## src/rtl/i2s_rx.sv

```systemverilog
// I2S master receiver: generates BCLK/RECLRC and deserialises left-justified stereo samples.
// Define I2S_RX_SYNC_EN to pass in_RECDAT through a two-flop synchroniser before capture.
module i2s_rx #(
  parameter int unsigned BPS       = 24,
  parameter int unsigned SLOT      = 32,
  parameter int unsigned BCLK_HALF = 12
) (
  input  logic           in_clk,
  input  logic           in_rst,
  input  logic           in_en,
  input  logic           in_RECDAT,
  output logic           out_BCLK,
  output logic           out_RECLRC,
  output logic [BPS-1:0] out_left,
  output logic [BPS-1:0] out_right,
  output logic           out_valid,
  input  logic           in_ready,
  output logic           out_overrun,
  output logic           out_busy
);

  localparam int unsigned DivW = (BCLK_HALF > 1) ? $clog2(BCLK_HALF) : 1;
  localparam int unsigned BitW = $clog2(2 * SLOT);

  localparam logic [0:0] StIdle = 1'b0;
  localparam logic [0:0] StRun  = 1'b1;

  logic [0:0]      state_q, state_d;
  logic [DivW-1:0] div_q, div_d;
  logic [BitW-1:0] bit_q, bit_d;
  logic            bclk_q, bclk_d;
  logic            lrc_q, lrc_d;
  logic [BPS-1:0]  lsr_q, lsr_d;
  logic [BPS-1:0]  rsr_q, rsr_d;
  logic [BPS-1:0]  left_q, left_d;
  logic [BPS-1:0]  right_q, right_d;
  logic            valid_q, valid_d;
  logic            overrun_q, overrun_d;

  logic            data_bit;
  logic            div_wrap;
  logic            in_left;
  logic [BitW-1:0] slot_idx;
  logic [BitW-1:0] bit_inc;
  logic            pair_done;
  logic [BPS-1:0]  left_shift;
  logic [BPS-1:0]  right_shift;

`ifdef I2S_RX_SYNC_EN
  logic sync1_q, sync2_q;

  always_ff @(posedge in_clk or posedge in_rst) begin
    if (in_rst) begin
      sync1_q <= 1'b0;
      sync2_q <= 1'b0;
    end else begin
      sync1_q <= in_RECDAT;
      sync2_q <= sync1_q;
    end
  end

  assign data_bit = sync2_q;
`else
  assign data_bit = in_RECDAT;
`endif

  assign div_wrap    = (div_q == DivW'(BCLK_HALF - 1));
  assign in_left     = (bit_q < BitW'(SLOT));
  assign slot_idx    = in_left ? bit_q : (bit_q - BitW'(SLOT));
  assign bit_inc     = (bit_q == BitW'(2 * SLOT - 1)) ? '0 : (bit_q + 1'b1);
  assign pair_done   = (bit_q == BitW'(SLOT + BPS - 1));
  assign left_shift  = (lsr_q << 1) | BPS'(data_bit);
  assign right_shift = (rsr_q << 1) | BPS'(data_bit);

  always_comb begin
    state_d   = state_q;
    div_d     = div_q;
    bit_d     = bit_q;
    bclk_d    = bclk_q;
    lrc_d     = lrc_q;
    lsr_d     = lsr_q;
    rsr_d     = rsr_q;
    left_d    = left_q;
    right_d   = right_q;
    valid_d   = valid_q;
    overrun_d = overrun_q;

    // Handshake runs in both states so a pending pair survives a drop of in_en.
    if (valid_q && in_ready) begin
      valid_d = 1'b0;
    end

    case (state_q)
      StIdle: begin
        div_d     = '0;
        bit_d     = '0;
        bclk_d    = 1'b1;
        lrc_d     = 1'b1;
        lsr_d     = '0;
        rsr_d     = '0;
        overrun_d = 1'b0;
        if (in_en) begin
          state_d = StRun;
          bclk_d  = 1'b0;
        end
      end
      StRun: begin
        if (!in_en) begin
          state_d = StIdle;
          div_d   = '0;
          bit_d   = '0;
          bclk_d  = 1'b1;
          lrc_d   = 1'b1;
          lsr_d   = '0;
          rsr_d   = '0;
        end else if (div_wrap) begin
          div_d  = '0;
          bclk_d = ~bclk_q;
          if (!bclk_q) begin
            if (slot_idx < BitW'(BPS)) begin
              if (in_left) begin
                lsr_d = left_shift;
              end else begin
                rsr_d = right_shift;
              end
            end
            // The right word is completed by the bit captured on this very tick.
            if (pair_done) begin
              if (!valid_q || in_ready) begin
                left_d  = lsr_q;
                right_d = right_shift;
                valid_d = 1'b1;
              end else begin
                overrun_d = 1'b1;
              end
            end
          end else begin
            bit_d = bit_inc;
            lrc_d = (bit_inc < BitW'(SLOT));
          end
        end else begin
          div_d = div_q + 1'b1;
        end
      end
      default: state_d = StIdle;
    endcase
  end

  always_ff @(posedge in_clk or posedge in_rst) begin
    if (in_rst) begin
      state_q   <= StIdle;
      div_q     <= '0;
      bit_q     <= '0;
      bclk_q    <= 1'b1;
      lrc_q     <= 1'b1;
      lsr_q     <= '0;
      rsr_q     <= '0;
      left_q    <= '0;
      right_q   <= '0;
      valid_q   <= 1'b0;
      overrun_q <= 1'b0;
    end else begin
      state_q   <= state_d;
      div_q     <= div_d;
      bit_q     <= bit_d;
      bclk_q    <= bclk_d;
      lrc_q     <= lrc_d;
      lsr_q     <= lsr_d;
      rsr_q     <= rsr_d;
      left_q    <= left_d;
      right_q   <= right_d;
      valid_q   <= valid_d;
      overrun_q <= overrun_d;
    end
  end

  assign out_BCLK    = bclk_q;
  assign out_RECLRC  = lrc_q;
  assign out_left    = left_q;
  assign out_right   = right_q;
  assign out_valid   = valid_q;
  assign out_overrun = overrun_q;
  assign out_busy    = (state_q == StRun);

endmodule

```

## config.mk

```make
export PLATFORM = sky130hd
export DESIGN_NAME = i2s_rx
export DESIGN_NICKNAME = d
export VERILOG_FILES = /design/src/rtl/i2s_rx.sv
export SDC_FILE = /design/constraint.sdc
export NUM_CORES = 1
export LEC_CHECK = 0
export BUFFER_PORTS_ARGS = -buffer_cell sky130_fd_sc_hd__buf_4
export CORE_ASPECT_RATIO = 0.7
export CORE_MARGIN = 5
export CORE_UTILIZATION = 25
export DETAILED_ROUTE_END_ITERATION = 8
export SYNTH_ARGS = -nofsm -noshare
export SYNTH_HDL_FRONTEND = slang
export SYNTH_SLANG_ARGS = --single-unit
```

## constraint.sdc

```tcl
create_clock -name in_clk -period 3.5 [get_ports in_clk]
set_input_delay 0.175 -clock in_clk [delete_from_list [all_inputs] [get_ports in_clk]]
set_output_delay 0.175 -clock in_clk [all_outputs]
set_load 0.05 [all_outputs]
```

# Word-level counts from Yosys, hierarchy flattened
# Cells that the tools add are included.
[word_totals] ram_bits=0 latch_bits=0 memories=0 regBits=110 rom_bits=0 inputBits=5 out_inout_bits=53
[op_classes] n_mux=43 div_mod_pow=0 n_eq_ne=14 bitwise=4 shift=0 mul=0 n_addsub=3 order_cmp=3 reduce_logical=8
[op_table] operator="$mux 24" count=5
[op_table] operator="$mux 23" count=5
[op_table] operator="$or 24x1->24" count=2
[op_table] operator="$pmux 24 s2" count=1
[op_table] operator="$pmux 23 s2" count=1
[op_table] operator="$mux 6" count=5
[op_table] operator="$mux 1" count=19
[op_table] operator="$eq 6x6->1 const B" count=2
[op_table] operator="$lt 6x6->1 const B" count=2
[op_table] operator="$ne 3x2->1 const B" count=4
[op_table] operator="$pmux 6 s2" count=1
[op_table] operator="$mux 4" count=2
[op_table] operator="$pmux 4 s2" count=1
[op_table] operator="$reduce_and 4->1" count=2
[op_table] operator="$add 6x1->6 const B" count=1
[op_table] operator="$lt 6x5->1 const B" count=1
[op_table] operator="$ne 2x2->1 const B" count=3
[op_table] operator="$ne 3x3->1 const B" count=2
[op_table] operator="$pmux 1 s2" count=3
[op_table] operator="$reduce_and 6->1" count=1
[op_table] operator="$sub 6x6->6 const B" count=1
[op_table] operator="$reduce_and 5->1" count=1
[op_table] operator="$add 4x1->4 const B" count=1
[op_table] operator="$eq 4x4->1 const B" count=1
[op_table] operator="other kinds (6)" count=8

# Logic depth before layout (Yosys ltp)
# Gate-level depths: netlist of run 1.
[depth] ltp_word=8 depth_mapped=7 mapped_depth_nobuf=5

# Worst setup path after synthesis of run 1
# OpenSTA, ideal clock, no wires.
[synth_timing] path_kind="register -> register" start="reg state_q (netlist: out_busy)" end="reg left_q[23] (netlist: out_left[23])" path_stages_with_launch=7 period_less_slack_ns=1.914 arrival_ns=1.789 n_path_buf=2 required_time_ns=3.375 slack_ns=1.586 cell_sequence="dfrtp_1 -> nand2_1 -> nor4_2 -> and2_4 -> buf_12 -> buf_12 -> mux2_4"
[synth_between] elab_chain_len=1
[synth_rtl] element="start: declaration" line="28" rtl="logic [0:0] state_q, state_d;"
[synth_rtl] element="start signal: assignment" line="151" rtl="state_q <= StIdle;"
[synth_rtl] element="start signal: assignment" line="163" rtl="state_q <= state_d;"
[synth_rtl] element="$reduce_and 6->1 (no source line)"
[synth_rtl] element="end signal: assignment" line="170" rtl="left_q <= left_d;"
[synth_rtl] element="end: declaration" line="35" rtl="logic [BPS-1:0] left_q, left_d;"
# No other way between the ends.
# A chain may end at the register's enable or synchronous reset.

# Worst setup path after layout of run 1
[layout_timing] start="reg div_q[0]" end="reg left_q[15] (netlist: out_left[15])"
[layout_between] elab_chain_len=2
[layout_rtl] element="start: declaration" line="29" rtl="logic [DivW-1:0] div_q, div_d;"
[layout_rtl] element="start signal: assignment" line="164" rtl="div_q <= div_d;"
[layout_rtl] element="$eq 4x4->1" line="67" rtl="assign div_wrap = (div_q == DivW'(BCLK_HALF - 1));"
[layout_rtl] element="$reduce_and 6->1 (no source line)"
# No other way between the ends.

==> results of run 1 <==
metal layers:
metal  vias up  routed length (µm)
met3        11                 480
met4         0                 100
met1      1425                4240
li1       1410                   -
met5         -                   0
met2        51                4170
cells in the final DEF, fill, tap and decap left out, types with 3 or more instances in the layout:
| cell type | instances |
|---|---|
| dfrtp_1 | 108 |
| mux2_2 | 28 |
| nand3_1 | 49 |
| nor2_1 | 10 |
| nand2_1 | 57 |
| mux2_4 | 20 |
| o21ai_1 | 4 |
| buf_4 | 60 |
| clkbuf_16 | 9 |
| o21ai_0 | 44 |
| xor2_1 | 3 |
power groups by stage:
| stage | Combinational (mW) | Clock [mW] | Sequential [mW] |
|---|---|---|---|
| global route | 0.0712 | 1.07 | 1.28 |
| global placement | 0.0613 | 0 | 1.30 |
| finish | 0.0605 | 0.978 | 1.28 |
| detailed placement | 0.0631 | 0 | 1.30 |
| floorplan | 0.0393 | 0 | 1.31 |
| CTS | 0.0642 | 1.02 | 1.28 |
kinds of logic (layout without fill, tap and decap cells):
group | Yosys count | after routing | share of synthesized area (%)
AND/OR/NAND/NOR | 133 | 133 | 14.0
flip-flops | 110 | 110 | 60.3
AO/OA/AOI/OAI | 54 | 54 | 6.22
multiplexers | 50 | 50 | 13.9
buffers and inverters | 29 | 78 | 4.05
XOR/XNOR | 5 | 5 | 0.959
adder cells (fa/ha/maj) | 2 | 2 | 0.548
registers in the layout (all words and copies together), names as in the netlist:
register     count
lsr_q           24
out_busy         1
out_left        24
rsr_q           23
out_overrun      1
out_right       24
bit_q            6
out_BCLK         1
div_q            4
out_valid        1
out_RECLRC       1
metrics by stage:
stage	setup slack (ns)	power (mW)	instances	hold WS [ns]	cell area [µm²]
after global routing	0.983	2.42	668	0.0660	5440
after detailed placement	1.10	1.36	651	0.333	5140
final	1.16	2.31	668	0.0783	5440
after global placement	1.22	1.36	651	0.325	5140
after floorplan	0.426	1.34	383	0.206	4570
after CTS	1.11	2.36	668	0.0659	5440
area by class of cell:
class                   count  area share [%]
clock inverters             6           0.829
repair buffers             61            8.47
well taps                 236            5.43
clock buffers              10            4.40
flip-flops and latches    110            50.7
multi-input cells         244            30.1
inverters                   1           0.115
worst paths after layout:
check / slack [ns] / end / cells after the start / start
worst max-delay path: 1.16 / out_left[15] / 5 / div_q[0]
worst min-delay path: 0.08 / out_right[0] / 2 / in_RECDAT
worst max register to register: 1.16 / out_left[15] / 5 / div_q[0]
worst min register to register: 0.48 / div_q[0] / 1 / div_q[0]
max in group asynchronous: 2.46 / out_left[6] / 3 / in_rst
min in group asynchronous: 0.10 / out_right[17] / 2 / in_rst
==> run_summary.xml, run 1 <==
<?xml version="1.0" encoding="UTF-8"?>
<metrics>
  <group name="status">
    <metric name="outcome" unit="">completed</metric>
  </group>
  <group name="power_and_ir_drop">
    <metric name="share_seq_of_total_power" unit="%">55.1</metric>
    <metric name="clockPowerShare" unit="%">42.2</metric>
    <metric name="total_leakage_power" unit="nW">2.48</metric>
    <metric name="power.density" unit="nW/µm²">426</metric>
    <metric name="power.share.switching" unit="%">22.6</metric>
    <metric name="comb_power_share" unit="%">2.6</metric>
    <metric name="ir_drop" unit="V">0.000214</metric>
    <metric name="cell_internal_pwr" unit="mW">1.79</metric>
    <metric name="net-switching-power" unit="mW">0.523</metric>
  </group>
  <group name="layout">
    <metric name="post-route-util" unit="%">30.2</metric>
    <metric name="ff_latch_area" unit="µm²">2760</metric>
    <metric name="multi_input_area" unit="µm²">1630</metric>
    <metric name="diodes" unit="">0</metric>
    <metric name="final.fill_count" unit="">1866</metric>
    <metric name="synthesis_to_finish_area_growth" unit="%">19.0</metric>
    <metric name="final_layout_size_suffix_gt1_share" unit="%">30.8</metric>
    <metric name="nets" unit="">434</metric>
  </group>
  <group name="setup_path">
    <metric name="critPathRequiredTime" unit="ns">3.73</metric>
    <metric name="path_class" unit="">flip-flop to flip-flop</metric>
    <metric name="endpoint_kind" unit="">flip-flop</metric>
    <metric name="worstPathMaxFanout" unit="">48</metric>
    <metric name="cp_top_family" unit="">simple AND/OR/NAND/NOR gates</metric>
    <metric name="launching_element_type_of_the_critical_path" unit="">flip-flop</metric>
    <metric name="max_stage_delay_on_crit_path" unit="ns">0.73</metric>
    <metric name="path_cells" unit="">ha_1 &gt; nand4bb_2 &gt; nor4_2 &gt; and2_4 &gt; mux2_2</metric>
    <metric name="worstPathBufferInverterCount" unit="">0</metric>
    <metric name="cpMaxStageDelayCell" unit="">and2_4</metric>
    <metric name="cp_data_arrival_time" unit="ns">2.57</metric>
  </group>
  <group name="global_routing">
    <metric name="grt_pass1_vias" unit="">3032</metric>
    <metric name="grt.total_usage" unit="%">8.93</metric>
    <metric name="met2_usage" unit="%">14.5</metric>
    <metric name="grtUsageMet3" unit="%">3.04</metric>
    <metric name="globalRouteMet1Util" unit="%">11.5</metric>
    <metric name="grt_busiest_layer" unit="">met2</metric>
    <metric name="global_route.overflow_total" unit="">0</metric>
    <metric name="grt_pass1_wl" unit="mm">15.1</metric>
    <metric name="grt_max_degree" unit="">97</metric>
    <metric name="antenna_found_initial" unit="">0</metric>
  </group>
  <group name="cts">
    <metric name="cts-root-to-sink-buffers" unit="">2</metric>
    <metric name="cts_htree_levels" unit="">3</metric>
    <metric name="cts.hold.buffers_added" unit="">1</metric>
    <metric name="cts.root.buffer_cell" unit="">clkbuf_16</metric>
    <metric name="cts-buffers-inserted" unit="">9</metric>
    <metric name="clk_transition_reported_paths" unit="ns">0.07</metric>
    <metric name="cts_tree" unit="">done</metric>
    <metric name="cts_setup_buffers" unit="">0</metric>
    <metric name="ctsResizeCount" unit="">0</metric>
    <metric name="clock_sink_count" unit="">110</metric>
    <metric name="clkLatencyLatePin" unit="ns">0.34</metric>
  </group>
  <group name="routing">
    <metric name="via_count" unit="">2897</metric>
    <metric name="detail_route.drc_violations" unit="">0</metric>
    <metric name="drt_pre_antenna_iters" unit="">4</metric>
    <metric name="detail_route.iter0.violations" unit="">166</metric>
    <metric name="drt-wirelength-per-cell" unit="µm">13.5</metric>
    <metric name="route.antenna.remaining_nets" unit="">0</metric>
    <metric name="totalWireLength" unit="mm">8.99</metric>
    <metric name="via_per_inst" unit="">4.34</metric>
  </group>
  <group name="placement">
    <metric name="post_dp_hpwl" unit="mm">5.80</metric>
    <metric name="place.port_buffers" unit="">57</metric>
    <metric name="gp_congestion" unit="">0.776</metric>
  </group>
  <group name="sta">
    <metric name="post-route-min-period" unit="ns">2.34</metric>
    <metric name="rsz_0062_raised_after_global_routing" unit="">false</metric>
    <metric name="final-max-slew-violation-count" unit="">0</metric>
    <metric name="final.period_utilization" unit="%">67.0</metric>
    <metric name="timing.slew.headroom" unit="%">30.4</metric>
    <metric name="finClkSkew" unit="ns">0.00774</metric>
    <metric name="finalHoldViolCount" unit="">0</metric>
    <metric name="timing.final.setup_violations" unit="">0</metric>
    <metric name="max_freq" unit="GHz">0.427</metric>
    <metric name="worst-slew-pin-transition" unit="ns">1.04</metric>
    <metric name="totalNegativeSetupSlack" unit="ns">0</metric>
  </group>
  <group name="logic_synthesis">
    <metric name="syn-cell-area" unit="µm²">4570</metric>
    <metric name="synth-main-ff-cell" unit="">dfrtp_1</metric>
    <metric name="ys_warn_count" unit="">0</metric>
    <metric name="async_reset_ff_share" unit="%">100</metric>
    <metric name="synth-edff-count" unit="">0</metric>
    <metric name="synth_top_cells_by_area" unit="">dfrtp_1 59%, mux2_2 6.9%, mux2_4 6.6%, nand3_1 5.4%, o21ai_0 4.8%</metric>
    <metric name="avgSynthCellArea" unit="µm²">11.9</metric>
    <metric name="netlist_top_cells_count" unit="">108 x dfrtp_1, 57 x nand2_1, 49 x nand3_1</metric>
    <metric name="synth_area_leader_cell" unit="">dfrtp_1</metric>
    <metric name="synth.net_count" unit="">390</metric>
    <metric name="seq_area_frac_synth" unit="%">60.3</metric>
    <metric name="syn_inst" unit="">383</metric>
    <metric name="post-synth-top-count-cell" unit="">dfrtp_1</metric>
    <metric name="synth_seq_cells" unit="">110</metric>
    <metric name="synth.distinct_cells" unit="">41</metric>
    <metric name="synth_largest_type_area_fraction" unit="%">59.2</metric>
  </group>
  <group name="die">
    <metric name="fp.dieH" unit="µm">123</metric>
    <metric name="io_pins" unit="">58</metric>
    <metric name="rows" unit="">41</metric>
    <metric name="floorplan.die.width" unit="µm">172</metric>
    <metric name="design.die.area" unit="µm²">21100</metric>
    <metric name="floorplan_core_area" unit="µm²">18000</metric>
    <metric name="floorplan.initialDensity" unit="%">25.4</metric>
  </group>
  <group name="flow_run">
    <metric name="cap_violations" unit="">0</metric>
  </group>
  <group name="worst_hold_path">
    <metric name="min_path_type" unit="">primary input to flip-flop</metric>
  </group>
</metrics>
(Power assumes the default switching activity.)
==> run 2: changes to the inputs <==
clock period = 2 ns   (was 3.5 ns; I/O delays follow)
==> run 2 against run 1 <==
Effect of this change:
- sequential power grew 74%
- sequential cell count unchanged
- clock-buffer cell count fell by 1
- maximum frequency grew 26%
- combinational power increased by 120%
- non-clock buffer count is 15 higher
- clock skew about the same
- core utilization increased by 1.2 points
- worst hold slack better by 0.015 ns
- sequential share of layout area shrank 2.0 points
- worst setup slack lost 1.0 ns
- clock power increased by 81%
- critical path type unchanged
- critical endpoint is now out_left[18]
- largest power group unchanged
- highest routed layer unchanged
==> run_summary.xml, run 2 (synthesized netlist as in run 1, its figures left out) <==
<?xml version="1.0" encoding="UTF-8"?>
<metrics>
  <group name="status">
    <metric name="outcome" unit="">completed</metric>
  </group>
  <group name="sta">
    <metric name="timing.slew.headroom" unit="%">71.8</metric>
    <metric name="final-max-slew-violation-count" unit="">0</metric>
    <metric name="hold_slack" unit="ns">0.0928</metric>
    <metric name="final.period_utilization" unit="%">93.1</metric>
    <metric name="timing.final.setup_violations" unit="">0</metric>
    <metric name="post-route-min-period" unit="ns">1.86</metric>
    <metric name="totalNegativeSetupSlack" unit="ns">0</metric>
    <metric name="rsz_0062_raised_after_global_routing" unit="">false</metric>
    <metric name="worst-slew-pin-transition" unit="ns">0.423</metric>
    <metric name="finClkSkew" unit="ns">0.00742</metric>
    <metric name="max_freq" unit="GHz">0.537</metric>
    <metric name="finalHoldViolCount" unit="">0</metric>
    <metric name="post-route-worst-setup-slack" unit="ns">0.138</metric>
  </group>
  <group name="die">
    <metric name="design.die.area" unit="µm²">21100</metric>
    <metric name="io_pins" unit="">58</metric>
    <metric name="rows" unit="">41</metric>
    <metric name="fp.dieH" unit="µm">123</metric>
    <metric name="floorplan_core_area" unit="µm²">18000</metric>
    <metric name="floorplan.initialDensity" unit="%">25.4</metric>
    <metric name="floorplan.die.width" unit="µm">172</metric>
  </group>
  <group name="layout">
    <metric name="commonest_non_fill_non_tap_cell_in_the_layout" unit="">dfrtp_1</metric>
    <metric name="final.fill_count" unit="">1801</metric>
    <metric name="final_cell_area" unit="µm²">5660</metric>
    <metric name="finish.cell_count_without_fillers" unit="">683</metric>
    <metric name="synthesis_to_finish_area_growth" unit="%">23.9</metric>
    <metric name="diodes" unit="">0</metric>
    <metric name="most_used_cells_in_the_layout_excluding_fill_and_tap_cells" unit="">108 x dfrtp_1, 66 x buf_4, 57 x nand2_1</metric>
    <metric name="nets" unit="">449</metric>
    <metric name="final_layout_size_suffix_gt1_share" unit="%">32.9</metric>
    <metric name="post-route-util" unit="%">31.4</metric>
  </group>
  <group name="worst_hold_path">
    <metric name="instance_count_along_the_most_critical_hold_path" unit="">3</metric>
    <metric name="min_delay_worst_endpoint" unit="">out_valid</metric>
    <metric name="min_path_type" unit="">primary input to flip-flop</metric>
    <metric name="worstHoldStart" unit="">in_ready</metric>
  </group>
  <group name="cts">
    <metric name="cts-root-to-sink-buffers" unit="">2</metric>
    <metric name="cts-buffers-inserted" unit="">9</metric>
    <metric name="clock_sink_count" unit="">110</metric>
    <metric name="cts_htree_levels" unit="">3</metric>
    <metric name="clkLatencyLatePin" unit="ns">0.34</metric>
    <metric name="cts.root.buffer_cell" unit="">clkbuf_16</metric>
    <metric name="clk_transition_reported_paths" unit="ns">0.07</metric>
    <metric name="cts_tree" unit="">done</metric>
  </group>
  <group name="flow_run">
    <metric name="cap_violations" unit="">0</metric>
  </group>
  <group name="routing">
    <metric name="detail_route.drc_violations" unit="">0</metric>
    <metric name="drt-wirelength-per-cell" unit="µm">13.5</metric>
    <metric name="totalWireLength" unit="mm">9.19</metric>
    <metric name="route.antenna.remaining_nets" unit="">0</metric>
    <metric name="via_per_inst" unit="">4.30</metric>
    <metric name="detail_route.iter0.violations" unit="">191</metric>
    <metric name="drt_pre_antenna_iters" unit="">4</metric>
    <metric name="via_count" unit="">2934</metric>
  </group>
  <group name="power_and_ir_drop">
    <metric name="power.density" unit="nW/µm²">732</metric>
    <metric name="total_power" unit="mW">4.14</metric>
    <metric name="ir_drop" unit="V">0.000353</metric>
    <metric name="total_leakage_power" unit="nW">2.58</metric>
  </group>
  <group name="setup_path">
    <metric name="path_cells" unit="">ha_1 &gt; nand4bb_2 &gt; nor4_2 &gt; and2_4 &gt; buf_12 &gt; mux2_2</metric>
    <metric name="launching_element_type_of_the_critical_path" unit="">flip-flop</metric>
    <metric name="worstPathBufferInverterCount" unit="">1</metric>
    <metric name="timing.reg2reg.worst_path_depth" unit="">6</metric>
    <metric name="endpoint_kind" unit="">flip-flop</metric>
    <metric name="critPathRequiredTime" unit="ns">2.22</metric>
    <metric name="cp_data_arrival_time" unit="ns">2.08</metric>
    <metric name="cp_top_family" unit="">simple AND/OR/NAND/NOR gates</metric>
    <metric name="max_stage_delay_on_crit_path" unit="ns">0.37</metric>
    <metric name="path_class" unit="">flip-flop to flip-flop</metric>
    <metric name="cpMaxStageDelayCell" unit="">dfrtp_1</metric>
    <metric name="rr_endpoint" unit="">out_left[18]</metric>
    <metric name="internal_reg_to_reg_setup_slack" unit="ns">0.14</metric>
    <metric name="worstPathMaxFanout" unit="">20</metric>
    <metric name="regToRegStartpoint" unit="">div_q[0]</metric>
  </group>
  <group name="global_routing">
    <metric name="grt.total_usage" unit="%">9.12</metric>
    <metric name="grt_max_degree" unit="">49</metric>
    <metric name="grt_pass1_vias" unit="">2973</metric>
    <metric name="antenna_found_initial" unit="">0</metric>
    <metric name="global_route.overflow_total" unit="">0</metric>
    <metric name="grt_pass1_wl" unit="mm">15.4</metric>
  </group>
  <group name="placement">
    <metric name="place.port_buffers" unit="">57</metric>
    <metric name="placedInstanceArea" unit="µm²">5320</metric>
    <metric name="cell_count_after_placement" unit="">663</metric>
    <metric name="gp_congestion" unit="">0.734</metric>
    <metric name="dp_slack" unit="ns">0.149</metric>
    <metric name="post_dp_hpwl" unit="mm">6.23</metric>
  </group>
</metrics>
run 2: worst max-delay path by stage:
stage	end	depth (start not counted)	start	slack, ns
floorplan	out_left[23]	6	out_busy	0.09
global placement	out_left[17]	6	div_q[0]	0.18
detailed placement	out_left[17]	6	bit_q[0]	0.15
CTS	out_left[17]	6	div_q[0]	0.12
global route	out_left[18]	6	div_q[0]	0.004
finish	out_left[18]	6	div_q[0]	0.14
run 2: power by group:
part / switching (mW) / internal [mW]
combinational: 0.0948 / 0.0379
clock: 0.798 / 0.976
sequential: 0.00477 / 2.23
total: 0.898 / 3.24
run 2: layout make-up:
type	count	area, µm²	share of cell area (%)
clock buffers	9	225	3.98
clock inverters	7	71.3	1.26
inverters	1	7.51	0.133
multi-input cells	244	1640	28.9
flip-flops and latches	110	2760	48.7
well taps	236	295	5.22
repair buffers	76	666	11.8
run 2: layer usage:
| metal | share of wire, % | track usage, % |
|---|---|---|
| met5 | 0 | 0 |
| met4 | 0.74 | 2.23 |
| met3 | 4.8 | 2.91 |
| met2 | 46 | 14.1 |
| met1 | 48 | 12.5 |
run 2: repair_timing:
item                                   4_1_cts  5_1_grt
setup endpoints to repair                    0       24
gates resized for setup                      0        1
hold buffers                                 3        0
setup buffers                                0        1
endpoints found under the hold margin       12        0
run 2: worst min-delay path, delay by kind of cell:
family,cells,cell delay (ns)
buffers and inverters,1,0.07
and+or+nand+nor,2,0.22
